$ cat src/rtl/pipeline_pkg.sv
// Shared definitions for the pipeline control block.
// Holds the opcode constants, the control-word bit positions and width,
// the decoded control words for each instruction class, and the
// per-cycle pipeline action type.
package pipeline_pkg;

    localparam int CTRL_W = 12;

    // Opcodes recognised by the decoder
    localparam logic [6:0] OP_NOP    = 7'b0000000;
    localparam logic [6:0] OP_LOAD   = 7'b0000011;
    localparam logic [6:0] OP_STORE  = 7'b0100011;
    localparam logic [6:0] OP_RTYPE  = 7'b0110011;
    localparam logic [6:0] OP_ITYPE  = 7'b0010011;
    localparam logic [6:0] OP_BRANCH = 7'b1100011;
    localparam logic [6:0] OP_JALR   = 7'b1100111;
    localparam logic [6:0] OP_JAL    = 7'b1101111;

    // Control-word bit positions, MSB first
    localparam int BIT_UNCOND    = 11;
    localparam int BIT_ADDRSRC   = 10;
    localparam int BIT_ALUSRCA   = 9;
    localparam int BIT_ALUSRCB_H = 8;
    localparam int BIT_ALUSRCB_L = 7;
    localparam int BIT_MEMTOREG  = 6;
    localparam int BIT_REGWRITE  = 5;
    localparam int BIT_MEMREAD   = 4;
    localparam int BIT_MEMWRITE  = 3;
    localparam int BIT_BRANCH    = 2;
    localparam int BIT_ALUOP_H   = 1;
    localparam int BIT_ALUOP_L   = 0;

    // Decoded control words
    localparam logic [CTRL_W-1:0] CW_NOP    = 12'h000;
    localparam logic [CTRL_W-1:0] CW_LOAD   = 12'h0F0;
    localparam logic [CTRL_W-1:0] CW_STORE  = 12'h088;
    localparam logic [CTRL_W-1:0] CW_RTYPE  = 12'h022;
    localparam logic [CTRL_W-1:0] CW_ITYPE  = 12'h0A3;
    localparam logic [CTRL_W-1:0] CW_BRANCH = 12'h005;
    localparam logic [CTRL_W-1:0] CW_JALR   = 12'hF24;
    localparam logic [CTRL_W-1:0] CW_JAL    = 12'hB24;

    // What the stage registers do on the next edge
    typedef enum logic [1:0] {
        ACT_ADVANCE,
        ACT_STALL,
        ACT_FLUSH,
        ACT_FREEZE
    } pipe_act_t;

endpackage

$ cat src/rtl/pipeline_control_hazard_detect.sv
// hazard_detect: combinational hazard logic for pipeline_control.
// Detects load-use hazards against the instruction in ID and, depending on
// the build, either RAW hazards against EX/MEM (no forwarding) or the
// forwarding selects for the instruction in EX.
// Build macro: PIPELINE_CONTROL_FORWARD_EN
// Ports:
//   ex_memread, ex_regwrite, mem_regwrite, wb_regwrite : control bits per stage
//   rd_ex, rd_mem, rd_wb : destination registers per stage
//   rs1_id, rs2_id       : sources of the instruction in ID
//   rs1_ex, rs2_ex       : sources of the instruction in EX (forwarding build)
//   fwd_a, fwd_b         : 00 regfile, 01 MEM, 10 WB (forwarding build)
//   stall                : hold PC and IF/ID, bubble into EX
module hazard_detect
    import pipeline_pkg::*;
#(
    parameter int RA_W = 5
) (
    input  logic            ex_memread,
`ifndef PIPELINE_CONTROL_FORWARD_EN
    input  logic            ex_regwrite,
`endif
    input  logic            mem_regwrite,
    input  logic [RA_W-1:0] rd_ex,
    input  logic [RA_W-1:0] rd_mem,
    input  logic [RA_W-1:0] rs1_id,
    input  logic [RA_W-1:0] rs2_id,
`ifdef PIPELINE_CONTROL_FORWARD_EN
    input  logic            wb_regwrite,
    input  logic [RA_W-1:0] rd_wb,
    input  logic [RA_W-1:0] rs1_ex,
    input  logic [RA_W-1:0] rs2_ex,
    output logic [1:0]      fwd_a,
    output logic [1:0]      fwd_b,
`endif
    output logic            stall
);

    logic ex_hit;
    logic load_use;

    // x0 is hard-wired, so a zero destination never creates a dependency
    assign ex_hit   = (rd_ex != '0) && ((rd_ex == rs1_id) || (rd_ex == rs2_id));
    assign load_use = ex_memread && ex_hit;

`ifdef PIPELINE_CONTROL_FORWARD_EN
    logic mem_fa, mem_fb, wb_fa, wb_fb;

    assign mem_fa = mem_regwrite && (rd_mem != '0) && (rd_mem == rs1_ex);
    assign mem_fb = mem_regwrite && (rd_mem != '0) && (rd_mem == rs2_ex);
    assign wb_fa  = wb_regwrite  && (rd_wb  != '0) && (rd_wb  == rs1_ex);
    assign wb_fb  = wb_regwrite  && (rd_wb  != '0) && (rd_wb  == rs2_ex);

    // The younger result in MEM wins over WB
    always_comb begin
        fwd_a = 2'b00;
        fwd_b = 2'b00;
        if (mem_fa)     fwd_a = 2'b01;
        else if (wb_fa) fwd_a = 2'b10;
        if (mem_fb)     fwd_b = 2'b01;
        else if (wb_fb) fwd_b = 2'b10;
    end

    assign stall = load_use;
`else
    logic mem_hit;

    // Without bypass paths every pending write in EX or MEM must drain first;
    // WB is assumed to write the register file before ID reads it.
    assign mem_hit = (rd_mem != '0) && ((rd_mem == rs1_id) || (rd_mem == rs2_id));
    assign stall   = load_use || (ex_regwrite && ex_hit) || (mem_regwrite && mem_hit);
`endif

endmodule

$ cat src/rtl/pipeline_control.sv
// pipeline_control: decode and stage-register control for a 5-stage pipeline.
// Decodes the opcode in ID into a 12-bit control word, carries control words
// and destination registers through EX/MEM/WB, and resolves memory freezes,
// branch flushes and data-hazard stalls (freeze > flush > stall > advance).
// Build macro: PIPELINE_CONTROL_FORWARD_EN adds fwd_a/fwd_b and limits
// stalls to load-use hazards.
// Ports:
//   clk, reset (async, active-high)
//   opcode_id, rs1_id, rs2_id, rd_id : instruction in ID
//   branch_taken_ex                  : branch/jump in EX resolved taken
//   ctrl_ex/mem/wb, rd_ex/mem/wb     : registered per-stage control and rd
//   pc_we, ifid_we, ifid_flush       : front-end controls
//   illegal_id                       : opcode_id not in the decode table
//   fwd_a, fwd_b                     : forwarding selects (forwarding build)
module pipeline_control
    import pipeline_pkg::*;
#(
    parameter int MEM_LAT = 1,
    parameter int RA_W    = 5
) (
    input  logic              clk,
    input  logic              reset,
    input  logic [6:0]        opcode_id,
    input  logic [RA_W-1:0]   rs1_id,
    input  logic [RA_W-1:0]   rs2_id,
    input  logic [RA_W-1:0]   rd_id,
    input  logic              branch_taken_ex,
    output logic [CTRL_W-1:0] ctrl_ex,
    output logic [CTRL_W-1:0] ctrl_mem,
    output logic [CTRL_W-1:0] ctrl_wb,
    output logic [RA_W-1:0]   rd_ex,
    output logic [RA_W-1:0]   rd_mem,
    output logic [RA_W-1:0]   rd_wb,
    output logic              pc_we,
    output logic              ifid_we,
    output logic              ifid_flush,
`ifdef PIPELINE_CONTROL_FORWARD_EN
    output logic [1:0]        fwd_a,
    output logic [1:0]        fwd_b,
`endif
    output logic              illegal_id
);

    localparam logic [3:0] CNT_LOAD = 4'(MEM_LAT - 1);

    logic [CTRL_W-1:0] ctrl_dec;
    logic [3:0]        mem_cnt;
    logic              hz_stall;
    logic              mem_enter;
    pipe_act_t         act;

`ifdef PIPELINE_CONTROL_FORWARD_EN
    logic [RA_W-1:0] rs1_ex, rs2_ex;
`endif

    // Decode; unknown opcodes become a no-op and raise illegal_id
    always_comb begin
        ctrl_dec   = CW_NOP;
        illegal_id = 1'b0;
        case (opcode_id)
            OP_NOP:    ctrl_dec = CW_NOP;
            OP_LOAD:   ctrl_dec = CW_LOAD;
            OP_STORE:  ctrl_dec = CW_STORE;
            OP_RTYPE:  ctrl_dec = CW_RTYPE;
            OP_ITYPE:  ctrl_dec = CW_ITYPE;
            OP_BRANCH: ctrl_dec = CW_BRANCH;
            OP_JALR:   ctrl_dec = CW_JALR;
            OP_JAL:    ctrl_dec = CW_JAL;
            default: begin
                ctrl_dec   = CW_NOP;
                illegal_id = 1'b1;
            end
        endcase
    end

    hazard_detect #(.RA_W(RA_W)) u_hazard (
        .ex_memread   (ctrl_ex[BIT_MEMREAD]),
`ifndef PIPELINE_CONTROL_FORWARD_EN
        .ex_regwrite  (ctrl_ex[BIT_REGWRITE]),
`endif
        .mem_regwrite (ctrl_mem[BIT_REGWRITE]),
        .rd_ex        (rd_ex),
        .rd_mem       (rd_mem),
        .rs1_id       (rs1_id),
        .rs2_id       (rs2_id),
`ifdef PIPELINE_CONTROL_FORWARD_EN
        .wb_regwrite  (ctrl_wb[BIT_REGWRITE]),
        .rd_wb        (rd_wb),
        .rs1_ex       (rs1_ex),
        .rs2_ex       (rs2_ex),
        .fwd_a        (fwd_a),
        .fwd_b        (fwd_b),
`endif
        .stall        (hz_stall)
    );

    // A memory op is about to move from EX into MEM
    assign mem_enter = ctrl_ex[BIT_MEMREAD] || ctrl_ex[BIT_MEMWRITE];

    // Action priority: freeze > flush > stall > advance
    always_comb begin
        act = ACT_ADVANCE;
        if (mem_cnt != 4'd0)
            act = ACT_FREEZE;
        else if (branch_taken_ex && ctrl_ex[BIT_BRANCH])
            act = ACT_FLUSH;
        else if (hz_stall)
            act = ACT_STALL;
    end

    always_comb begin
        pc_we      = 1'b1;
        ifid_we    = 1'b1;
        ifid_flush = 1'b0;
        if (!reset) begin
            case (act)
                ACT_FREEZE, ACT_STALL: begin
                    pc_we   = 1'b0;
                    ifid_we = 1'b0;
                end
                ACT_FLUSH: ifid_flush = 1'b1;
                default: ;
            endcase
        end
    end

    // ID -> EX -> MEM -> WB stage registers and memory-latency counter
    always_ff @(posedge clk or posedge reset) begin
        if (reset) begin
            ctrl_ex  <= '0;
            ctrl_mem <= '0;
            ctrl_wb  <= '0;
            rd_ex    <= '0;
            rd_mem   <= '0;
            rd_wb    <= '0;
            mem_cnt  <= '0;
`ifdef PIPELINE_CONTROL_FORWARD_EN
            rs1_ex   <= '0;
            rs2_ex   <= '0;
`endif
        end else if (act == ACT_FREEZE) begin
            mem_cnt <= mem_cnt - 4'd1;
        end else begin
            if (act == ACT_ADVANCE) begin
                ctrl_ex <= ctrl_dec;
                rd_ex   <= rd_id;
`ifdef PIPELINE_CONTROL_FORWARD_EN
                rs1_ex  <= rs1_id;
                rs2_ex  <= rs2_id;
`endif
            end else begin
                ctrl_ex <= CW_NOP;
                rd_ex   <= '0;
`ifdef PIPELINE_CONTROL_FORWARD_EN
                rs1_ex  <= '0;
                rs2_ex  <= '0;
`endif
            end
            ctrl_mem <= ctrl_ex;
            rd_mem   <= rd_ex;
            ctrl_wb  <= ctrl_mem;
            rd_wb    <= rd_mem;
            // With single-cycle memory the counter never leaves zero
            if ((MEM_LAT > 1) && mem_enter)
                mem_cnt <= CNT_LOAD;
        end
    end

endmodule

$ cat config.mk
export PLATFORM = sky130hd
export DESIGN_NAME = pipeline_control
export DESIGN_NICKNAME = d
export VERILOG_FILES = /design/src/rtl/pipeline_pkg.sv /design/src/rtl/pipeline_control_hazard_detect.sv /design/src/rtl/pipeline_control.sv
export SDC_FILE = /design/constraint.sdc
export NUM_CORES = 1
export LEC_CHECK = 0
export BUFFER_PORTS_ARGS = -buffer_cell sky130_fd_sc_hd__buf_2
export CELL_PAD_IN_SITES_DETAIL_PLACEMENT = 2
export CELL_PAD_IN_SITES_GLOBAL_PLACEMENT = 2
export CORE_MARGIN = 5
export CORE_UTILIZATION = 30
export DETAILED_ROUTE_END_ITERATION = 16
export PLACE_DENSITY_LB_ADDON = 0.25
export SETUP_SLACK_MARGIN = 0.4
export SLEW_MARGIN = 10
export SYNTH_ARGS = -nofsm -noshare
export SYNTH_HDL_FRONTEND = slang
export SYNTH_HIERARCHICAL = 1
export SYNTH_SLANG_ARGS = --single-unit
$ cat constraint.sdc
create_clock -name clk -period 5.7 [get_ports clk]
set_clock_uncertainty 0.05 [all_clocks]
set_input_delay 0.855 -clock clk [delete_from_list [all_inputs] [get_ports clk]]
set_output_delay 0.855 -clock clk [all_outputs]
set_load 0.05 [all_outputs]
==> results_dict.tcl, run 1 <==
set metrics [dict create \
    vias_per_cell 4.63 \
    wl_per_cell_um 15.5 \
    timing.critical_path.to_type "output pin" \
    globalRouteMet1Util_pct 19.7 \
    min_period_over_period_pct 55.2 \
    yosysSeqAreaShare_pct 52.3 \
    layout_commonest_cell "sky130_fd_sc_hd__nand2_1" \
    p_leak_nw 1.52 \
    synth_area_um2 2200 \
    maxSlewViolCount 0 \
    worst_tran_pin_value_ns 0.991 \
    worstHoldStart "ctrl_wb[2]" \
    core_area_um2 7210 \
    layout_common_cells "97 x sky130_fd_sc_hd__nand2_1, 79 x sky130_fd_sc_hd__buf_2, 46 x sky130_fd_sc_hd__dfrtp_1, 20 x sky130_fd_sc_hd__xor2_1" \
    power.net_switching_w 0.000198 \
    power_frac_seq_pct 53.7 \
    run_status "completed" \
    final_weighted_congestion_in_routability_driven_placement 0.748 \
    post_route_cells_drive_above_1_share_pct 29.2 \
    dieWidth_um 95.7 \
    first_pass_grt_wire_length_mm 10.4 \
    clock_power_share_pct 32.4 \
    clock_sink_count 46 \
    clk_transition_reported_paths_ns 0.10 \
    max_clock_freq_ghz 0.318 \
    antennaDiodeCount 0 \
    max-cap-violations 0 \
    share_of_yosys_cell_area_claimed_by_the_top_area_cell_type_pct 52.3 \
    ir_worst_vdd_mv 0.0759 \
    timing.rr.start "rd_ex[1]" \
    holdWs_ns 0.425 \
    antenna_found_initial 0 \
    detail-route-antenna-nets 0 \
    totalNegativeSetupSlack_ns 0 \
    cts_repair_resize_count 0 \
    top_usage_layer_grt "met2" \
    rows 31 \
    sw_frac_of_total_pct 30.6 \
    report.final.setup_viol 0 \
    place_hpwl_mm 4.72 \
    post-route-drc-count 0 \
    r2r_slack_ns 3.42 \
    ctsRootBufferMaster "sky130_fd_sc_hd__clkbuf_8" \
    vias 1917 \
    hold-path-cell-count 2 \
    htree_levels 2 \
    maximum_number_of_pins_on_one_net_before_global_route_repair 48 \
    power_density_of_the_placed_cells_nw_per_um2 238 \
    sequential_cell_area_um2 1150 \
    number_of_standard_cells_after_synthesis 244 \
    globalRouteTotalUtil_pct 14.7 \
    fillerInstances 887 \
    drt_iter0_markers 59 \
    place_inst 406 \
    fin_cells 414 \
    grt_pass1_vias 2063 \
    nNetsFinal 340 \
    synth_seq_cells 46 \
    start_util_pct 30.5 \
    io_buffers 79 \
    clk-insertion-delay-late_ns 0.30 \
    synth.avg_cell_area_um2 9.02 \
    synth_top_area_cell "sky130_fd_sc_hd__dfrtp_1" \
    timing.final.hold_violations 0 \
    setup_crit_start_kind "input pin" \
    max-slew-margin-rel_pct 33.9 \
    min_period_ns 3.15 \
    die-height_um 95.7 \
    worst_ep_required_time_ns 4.80 \
    multi_input_comb_area_um2 921 \
    cts_hold_repair.buffers 0 \
    rsz0062_at_grt "false" \
    cts_post_setup_buffers_inserted 0 \
    cts.path.max_buffers 2 \
    grt.met2_usage_pct 24.3 \
    worstReg2RegEnd "ctrl_ex[10]" \
    finalWirelength_mm 6.42 \
    crit_path_max_fanout 2 \
    tritoncts_clock_tree "yes" \
    synth.yosys.warnings 6 \
    cts_made_buffers 5 \
    globalRoute.totalOverflow 0 \
    use_met3_pct 3.00 \
    boundaryPins 80 \
    synth.distinct_cells 29 \
    worst_hold_path_type "reg -> reg" \
    crit_arrival_ns 2.24 \
    syn_to_final_growth_pct 23.3 \
    combPwrFrac_pct 14.0 \
    setup.worst_path.class "in -> out" \
    drt_pre_antenna_iters 4 \
    hold_end "ctrl_wb[2]" \
    syn-num-nets 270 \
    reg2regPathDepth 7 \
    full_die_area_um2 9150 \
    synthTopCellsByArea "sky130_fd_sc_hd__dfrtp_1 52%, sky130_fd_sc_hd__nand2_1 17%, sky130_fd_sc_hd__xor2_1 8.0%" \
    internal_power_w 0.000448 \
]
-- state kept, by name, summed over array words and instances, names as in the netlist --
signal / cells
ctrl_ex: 9
ctrl_mem: 9
ctrl_wb: 9
rd_ex: 5
rd_mem: 5
rd_wb: 5
mem_cnt: 4
-- worst max path at each step --
stage | cells past startpoint | end | from | slack [ns]
final | 9 | ifid_we | rs1_id[4] | 2.55
after global routing | 9 | ifid_we | rs1_id[4] | 2.39
after CTS | 9 | pc_we | rs1_id[4] | 2.54
after detailed placement | 9 | pc_we | rs1_id[4] | 2.54
after global placement | 9 | pc_we | rs1_id[4] | 2.59
after floorplan | 3 | pc_we | reset | 1.89
-- stage by stage --
| stage | setup WS, ns | area, um2 | power, W | util [%] |
|---|---|---|---|---|
| after global routing | 2.39 | 2710 | 0.000678 | 37.6 |
| final | 2.55 | 2710 | 0.000646 | 37.6 |
| after global placement | 2.59 | 2620 | 0.000442 | 36.3 |
| after floorplan | 1.89 | 2200 | 0.000411 | - |
| after CTS | 2.54 | 2710 | 0.000657 | 37.6 |
| after detailed placement | 2.54 | 2620 | 0.000445 | 36.3 |
-- routing by layer --
metal  vias up  routed length, um
met4         0                 44
met5         -                  0
met2        43               3090
li1        921                  -
met3         4                191
met1       949               3090
-- cell type report --
cell class | count | share of cell area [%]
Clock buffer | 5 | 2.54
Multi-Input combinational cell | 176 | 33.9
Clock inverter | 3 | 0.876
Sequential cell | 46 | 42.4
Timing Repair Buffer | 81 | 15.1
Tap cell | 99 | 4.56
Inverter | 4 | 0.553
-- power by group through the flow --
| stage | sequential, W | combinational (W) | clock (W) |
|---|---|---|---|
| floorplan | 0.000379 | 0.0000316 | 0 |
| global placement | 0.000353 | 0.0000891 | 0 |
| detailed placement | 0.000353 | 0.0000917 | 0 |
| CTS | 0.000347 | 0.0000919 | 0.000218 |
| global route | 0.000348 | 0.0000978 | 0.000232 |
| finish | 0.000347 | 0.0000902 | 0.000209 |
-- cell families after synthesis --
family,Yosys count,share of synthesized area [%]
AO/OA/AOI/OAI,26,8.13
AND/OR/NAND/NOR,128,24.8
XOR/XNOR,21,8.36
adder cells (fa/ha/maj),1,0.568
flip-flops,46,52.3
buffers and inverters,22,5.85
-- cells in the mapped netlist --
master,number
sky130_fd_sc_hd__a21o_1,1
sky130_fd_sc_hd__a21oi_1,3
sky130_fd_sc_hd__a22o_1,9
sky130_fd_sc_hd__a22oi_1,3
sky130_fd_sc_hd__a31oi_1,2
sky130_fd_sc_hd__and2_1,1
sky130_fd_sc_hd__and4bb_2,1
sky130_fd_sc_hd__buf_2,7
sky130_fd_sc_hd__buf_4,10
sky130_fd_sc_hd__clkbuf_1,1
sky130_fd_sc_hd__dfrtp_1,46
sky130_fd_sc_hd__ha_1,1
sky130_fd_sc_hd__inv_1,4
sky130_fd_sc_hd__nand2_1,97
sky130_fd_sc_hd__nand2b_1,1
sky130_fd_sc_hd__nand3_1,3
sky130_fd_sc_hd__nand3b_1,1
sky130_fd_sc_hd__nand4_1,1
sky130_fd_sc_hd__nor2_1,9
sky130_fd_sc_hd__nor2b_1,2
sky130_fd_sc_hd__nor3_1,7
sky130_fd_sc_hd__nor3b_4,1
sky130_fd_sc_hd__nor4_1,2
sky130_fd_sc_hd__o21ai_0,4
sky130_fd_sc_hd__o21ai_1,2
sky130_fd_sc_hd__o22ai_1,2
sky130_fd_sc_hd__or4_1,2
sky130_fd_sc_hd__xnor2_1,1
sky130_fd_sc_hd__xor2_1,20
-- critical path, cell delays in order --
cell and delay, ns:
sky130_fd_sc_hd__buf_2 0.11, sky130_fd_sc_hd__xor2_1 0.15, sky130_fd_sc_hd__nor3_1 0.22, sky130_fd_sc_hd__a22oi_1 0.12, sky130_fd_sc_hd__o22ai_1 0.30, sky130_fd_sc_hd__nand2_1 0.08, sky130_fd_sc_hd__nand2_1 0.07, sky130_fd_sc_hd__nand2_1 0.06
sky130_fd_sc_hd__buf_2 0.26
No activity file was read; power rests on OpenSTA's default activity.
==> inputs of run 2 (changes only) <==
--- a/config.mk
+++ b/config.mk
@@ -9,7 +9,7 @@
 export CELL_PAD_IN_SITES_DETAIL_PLACEMENT = 2
 export CELL_PAD_IN_SITES_GLOBAL_PLACEMENT = 2
 export CORE_MARGIN = 5
-export CORE_UTILIZATION = 30
+export CORE_UTILIZATION = 28
 export DETAILED_ROUTE_END_ITERATION = 16
 export PLACE_DENSITY_LB_ADDON = 0.25
 export SETUP_SLACK_MARGIN = 0.4
==> constraint.sdc (replaced) <==
create_clock -name clk -period 3.2 [get_ports clk]
set_clock_uncertainty 0.05 [all_clocks]
set_input_delay 0.48 -clock clk [delete_from_list [all_inputs] [get_ports clk]]
set_output_delay 0.48 -clock clk [all_outputs]
set_load 0.05 [all_outputs]
==> results_dict.tcl, run 2 (same netlist as run 1, synthesis figures left out) <==
set metrics [dict create \
    nNetsFinal 341 \
    r2r_slack_ns 0.88 \
    setup_crit_start_kind "flip-flop" \
    max-slew-margin-rel_pct 59.5 \
    drt_pre_antenna_iters 4 \
    post_dp_cell_area_um2 2640 \
    post-route-drc-count 0 \
    clk_transition_reported_paths_ns 0.09 \
    cpLargestDelayFamily "simple AND/OR/NAND/NOR gates" \
    maximum_number_of_pins_on_one_net_before_global_route_repair 47 \
    m1WireLength_mm 2.99 \
    run_status "completed" \
    layout_common_cells "97 x sky130_fd_sc_hd__nand2_1, 77 x sky130_fd_sc_hd__buf_2, 45 x sky130_fd_sc_hd__dfrtp_1, 20 x sky130_fd_sc_hd__xor2_1" \
    power.net_switching_w 0.000349 \
    worstHoldStart "opcode_id[3]" \
    layout_commonest_cell "sky130_fd_sc_hd__nand2_1" \
    top_regs "ctrl_ex: 9 flops, ctrl_mem: 9 flops, ctrl_wb: 9 flops" \
    cts_made_buffers 5 \
    timing.critical_path.to_type "output pin" \
    htree_levels 2 \
    maxSlewViolCount 0 \
    globalRoute.totalOverflow 0 \
    min_period_over_period_pct 81.7 \
    final_power_w 0.00115 \
    detail-route-antenna-nets 0 \
    max_clock_freq_ghz 0.383 \
    totalNegativeSetupSlack_ns 0 \
    crit_path_max_fanout 6 \
    dr_wl_met2_mm 3.25 \
    clock_power_share_pct 32.1 \
    crit_arrival_ns 2.08 \
    rows 32 \
    ctsRootBufferMaster "sky130_fd_sc_hd__clkbuf_8" \
    full_die_area_um2 9730 \
    route.met3.wl_um 212 \
    io_buffers 79 \
    vias 1921 \
    core_area_um2 7690 \
    hold-path-cell-count 2 \
    clk-insertion-delay-late_ns 0.30 \
    top_signal_layer_used "met4" \
    start_util_pct 28.6 \
    worst_ep_required_time_ns 2.67 \
    cts.path.max_buffers 2 \
    cp_common_cell "sky130_fd_sc_hd__nand2_1" \
    setup.worst_path.class "reg -> out" \
    antennaDiodeCount 0 \
    min_period_ns 2.61 \
    post_route_cells_drive_above_1_share_pct 30.1 \
    worst_tran_pin_value_ns 0.608 \
    report.final.setup_viol 0 \
    hold_end "ctrl_ex[10]" \
    reg2regPathDepth 7 \
    first_pass_grt_wire_length_mm 11.5 \
    combPwrFrac_pct 14.2 \
    worstReg2RegEnd "ctrl_ex[3]" \
    slowest_delay_ns 0.55 \
    sw_frac_of_total_pct 30.4 \
    power_frac_seq_pct 53.8 \
    grt_pass1_vias 2217 \
    timing.final.hold_violations 0 \
    worst_hold_path_type "in -> reg" \
    vias_per_cell 4.60 \
    globalRouteTotalUtil_pct 14.5 \
    place_hpwl_mm 4.89 \
    drt_iter0_markers 39 \
    timing.rr.start "rd_ex[1]" \
    final_weighted_congestion_in_routability_driven_placement 0.800 \
    antenna_found_initial 0 \
    ir_worst_vdd_mv 0.174 \
    power_density_of_the_placed_cells_nw_per_um2 419 \
    clock_sink_count 46 \
    finalWirelength_mm 6.49 \
    crit_chain "or4_1 > o22ai_1 > o22ai_2 > nand2_1 > nand2_1 > nand2_1 > clkbuf_4" \
    rsz0062_at_grt "false" \
    syn_to_final_growth_pct 24.6 \
    cts_hold_repair.buffers 0 \
    dieWidth_um 98.7 \
    final_design_area_no_fill_um2 2740 \
    tritoncts_clock_tree "yes" \
    p_leak_nw 1.52 \
    boundaryPins 80 \
    internal_power_w 0.000799 \
    finish.utilization_pct 35.7 \
    cp_slowest_cell "sky130_fd_sc_hd__or4_1" \
    max-cap-violations 0 \
    wl_per_cell_um 15.5 \
    die-height_um 98.7 \
    critical_path.n_buffers_inverters 1 \
]
==> run 2: changes by cell type in the layout (fill, tap and decap cells not counted), sizes merged <==
cell,delta
clkinvlp,+1
inv,-1
buf,-1
clkbuf,+2
==> run 2: metal layers <==
layer  global-route usage, %  vias to the layer above
li1                        -                      930
met1                    18.3                      951
met3                    3.18                        4
met5                       0                        -
met2                    25.4                       36
met4                    3.15                        0
==> run 2: power by group through the flow <==
stage	logic (W)	clock network [W]	registers (W)
finish	0.000163	0.000368	0.000617
global route	0.000178	0.000412	0.000622
CTS	0.000166	0.000389	0.000619
detailed placement	0.000165	0	0.000630
global placement	0.000161	0	0.000629
floorplan	0.0000565	0	0.000676
==> run 2: layout make-up <==
| cell class | instances | area (um2) |
|---|---|---|
| multi-input cells | 176 | 927 |
| clock buffers | 5 | 68.8 |
| well taps | 102 | 128 |
| fillers | 916 | 4950 |
| clock inverters | 3 | 23.8 |
| inverters | 4 | 18.8 |
| flip-flops and latches | 46 | 1150 |
| repair buffers | 82 | 423 |
==> run 2: how the worst max path moves through the flow <==
stage	from	to	slack [ns]	cells after the start
2_1_floorplan	rd_ex[1]	pc_we	0.51	7
3_3_place_gp	rd_ex[4]	ctrl_ex[10]	0.81	7
3_5_place_dp	rd_ex[4]	ctrl_ex[10]	0.81	7
4_1_cts	rd_ex[4]	pc_we	0.50	7
5_1_grt	rd_ex[1]	ifid_we	0.42	7
6_report	rd_ex[1]	pc_we	0.59	7
==> run 2: stage by stage <==
step | instances | setup slack (ns) | hold WS (ns)
floorplan | 244 | 0.512 | 0.396
global placement | 410 | 0.815 | 0.403
detailed placement | 410 | 0.809 | 0.411
CTS | 418 | 0.502 | 0.310
global route | 418 | 0.423 | 0.313
finish | 418 | 0.586 | 0.318
==> run 2: timing repair <==
action,in CTS,in global routing
setup buffers,0,0
setup endpoints to repair,0,2
gates resized for setup,0,4
==> inputs of run 3 (changes only) <==
==> constraint.sdc (replaced) <==
create_clock -name clk -period 2.71 [get_ports clk]
set_clock_uncertainty 0.05 [all_clocks]
set_input_delay 0.4065 -clock clk [delete_from_list [all_inputs] [get_ports clk]]
set_output_delay 0.4065 -clock clk [all_outputs]
set_load 0.05 [all_outputs]
==> results_dict.tcl, run 3 (same netlist as run 1, synthesis figures left out) <==
set metrics [dict create \
    drt_iter0_markers 39 \
    run_status "completed" \
    setup.worst_path.class "reg -> out" \
    pre_cts_ws_ns 0.451 \
    top_regs "ctrl_ex: 9 flops, ctrl_mem: 9 flops, ctrl_wb: 9 flops" \
    detail-route-antenna-nets 0 \
    clock_sink_count 46 \
    cp_common_cell "sky130_fd_sc_hd__nand2_1" \
    maxSlewViolCount 0 \
    crit_chain "or4_4 > o21ai_2 > o22ai_2 > nand2_1 > nand2_1 > nand2_2 > buf_8" \
    post_dp_cell_area_um2 2660 \
    slowest_delay_ns 0.52 \
    max-slew-margin-rel_pct 60.2 \
    antenna_found_initial 0 \
    place_inst 411 \
    tritoncts_clock_tree "yes" \
    reg2regPathDepth 8 \
    full_die_area_um2 9730 \
    vias_per_cell 4.60 \
    min_period_over_period_pct 88.4 \
    fin_cells 429 \
    layout_common_cells "96 x sky130_fd_sc_hd__nand2_1, 77 x sky130_fd_sc_hd__buf_2, 38 x sky130_fd_sc_hd__dfrtp_1, 20 x sky130_fd_sc_hd__xor2_1, 13 x sky130_fd_sc_hd__buf_4" \
    ir_worst_vdd_mv 0.202 \
    worstHoldStart "opcode_id[3]" \
    cts.path.max_buffers 2 \
    timing.critical_path.to_type "output pin" \
    core_area_um2 7690 \
    boundaryPins 80 \
    max-cap-violations 0 \
    cts_made_buffers 5 \
    vias 1975 \
    globalRouteTotalUtil_pct 14.6 \
    final_weighted_congestion_in_routability_driven_placement 0.752 \
    post-route-drc-count 0 \
    fillerInstances 928 \
    crit_path_max_fanout 3 \
    antennaDiodeCount 0 \
    hold_end "ctrl_ex[10]" \
    p_leak_nw 1.59 \
    totalNegativeSetupSlack_ns 0 \
    clk_transition_reported_paths_ns 0.09 \
    maximum_number_of_pins_on_one_net_before_global_route_repair 47 \
    rows 32 \
    worst_ep_required_time_ns 2.25 \
    nNetsFinal 352 \
    die-height_um 98.7 \
    place_hpwl_mm 4.89 \
    crit_arrival_ns 1.94 \
    wl_per_cell_um 15.7 \
    ctsRootBufferMaster "sky130_fd_sc_hd__clkbuf_8" \
    final_design_area_no_fill_um2 2900 \
    worst_hold_path_type "in -> reg" \
    cp_slowest_cell "sky130_fd_sc_hd__or4_4" \
    dieWidth_um 98.7 \
    finalWirelength_mm 6.76 \
    setup_crit_start_kind "flip-flop" \
    layout_commonest_cell "sky130_fd_sc_hd__nand2_1" \
    clk-insertion-delay-late_ns 0.30 \
    power_density_of_the_placed_cells_nw_per_um2 474 \
    worstReg2RegEnd "ctrl_ex[6]" \
    post_route_cells_drive_above_1_share_pct 37.6 \
    io_buffers 79 \
    globalRoute.totalOverflow 0 \
    cts_hold_repair.buffers 0 \
    final_critical_path_setup_slack_ns 0.313 \
    drt_pre_antenna_iters 4 \
    r2r_slack_ns 0.60 \
    rsz0062_at_grt "true" \
    timing.final.hold_violations 0 \
    timing.rr.start "rd_mem[2]" \
    start_util_pct 28.6 \
    syn_to_final_growth_pct 32.0 \
    first_pass_grt_wire_length_mm 11.3 \
    htree_levels 2 \
    grt_pass1_vias 2200 \
    max_clock_freq_ghz 0.417 \
    worst_tran_pin_value_ns 0.598 \
    hold-path-cell-count 2 \
    report.final.setup_viol 0 \
    min_period_ns 2.40 \
]
run 3: worst max path at each step:
stage | end | cells after the start | slack (ns) | startpoint
after global placement | ctrl_ex[10] | 7 | 0.48 | rd_mem[1]
after detailed placement | ctrl_ex[6] | 7 | 0.45 | rd_ex[4]
final | ifid_we | 7 | 0.31 | rd_mem[2]
after global routing | ifid_we | 9 | 0.21 | rd_mem[2]
after CTS | ifid_we | 7 | 0.30 | rd_mem[2]
after floorplan | pc_we | 7 | 0.24 | rd_ex[1]
run 3: repair_timing:
action / in CTS / in global routing
resized for setup: 20 / 4
buffers inserted: 10 / 0
pin swaps: 4 / 1
setup endpoints to repair: 3 / 9
run 3: worst max-delay path, delay by kind of cell (launching register included):
family	cells	cell delay [ns]
AOI/OAI and AO/OA	2	0.26
buffers and inverters	1	0.15
DFF	1	0.45
and+or+nand+nor	4	0.77
run 3: layout make-up:
type	count	area, um2	share of cell area, %
clock buffer	5	68.8	2.37
clock inverter	3	23.8	0.819
tap	102	128	4.39
timing repair buffer	93	533	18.4
multi-input combinational	176	971	33.4
inverter	4	18.8	0.646
sequential	46	1160	40.0
run 3: layer usage:
metal  up-vias  part of all wire, %  track usage, %  wire length [um]
met4         0                  1.2            4.10                83
met2        39                   52            26.2              3530
li1        948                    -               -                 -
met3         6                  3.3            3.26               225
met5         -                    0               0                 0
met1       982                   43            17.4              2920
run 3: stage by stage:
step / hold slack [ns] / util [%] / total power [W]
2_1_floorplan: 0.381 / - / 0.000865
3_3_place_gp: 0.405 / 34.6 / 0.000933
3_5_place_dp: 0.409 / 34.6 / 0.000939
4_1_cts: 0.240 / 37.6 / 0.00140
5_1_grt: 0.256 / 37.8 / 0.00145
6_report: 0.248 / 37.8 / 0.00138
run 3: power breakdown:
group          leakage (nW)  internal [W]  switching, W
combinational         0.952     0.0000699      0.000148
sequential            0.599      0.000704     0.0000212
clock                0.0408      0.000185      0.000248
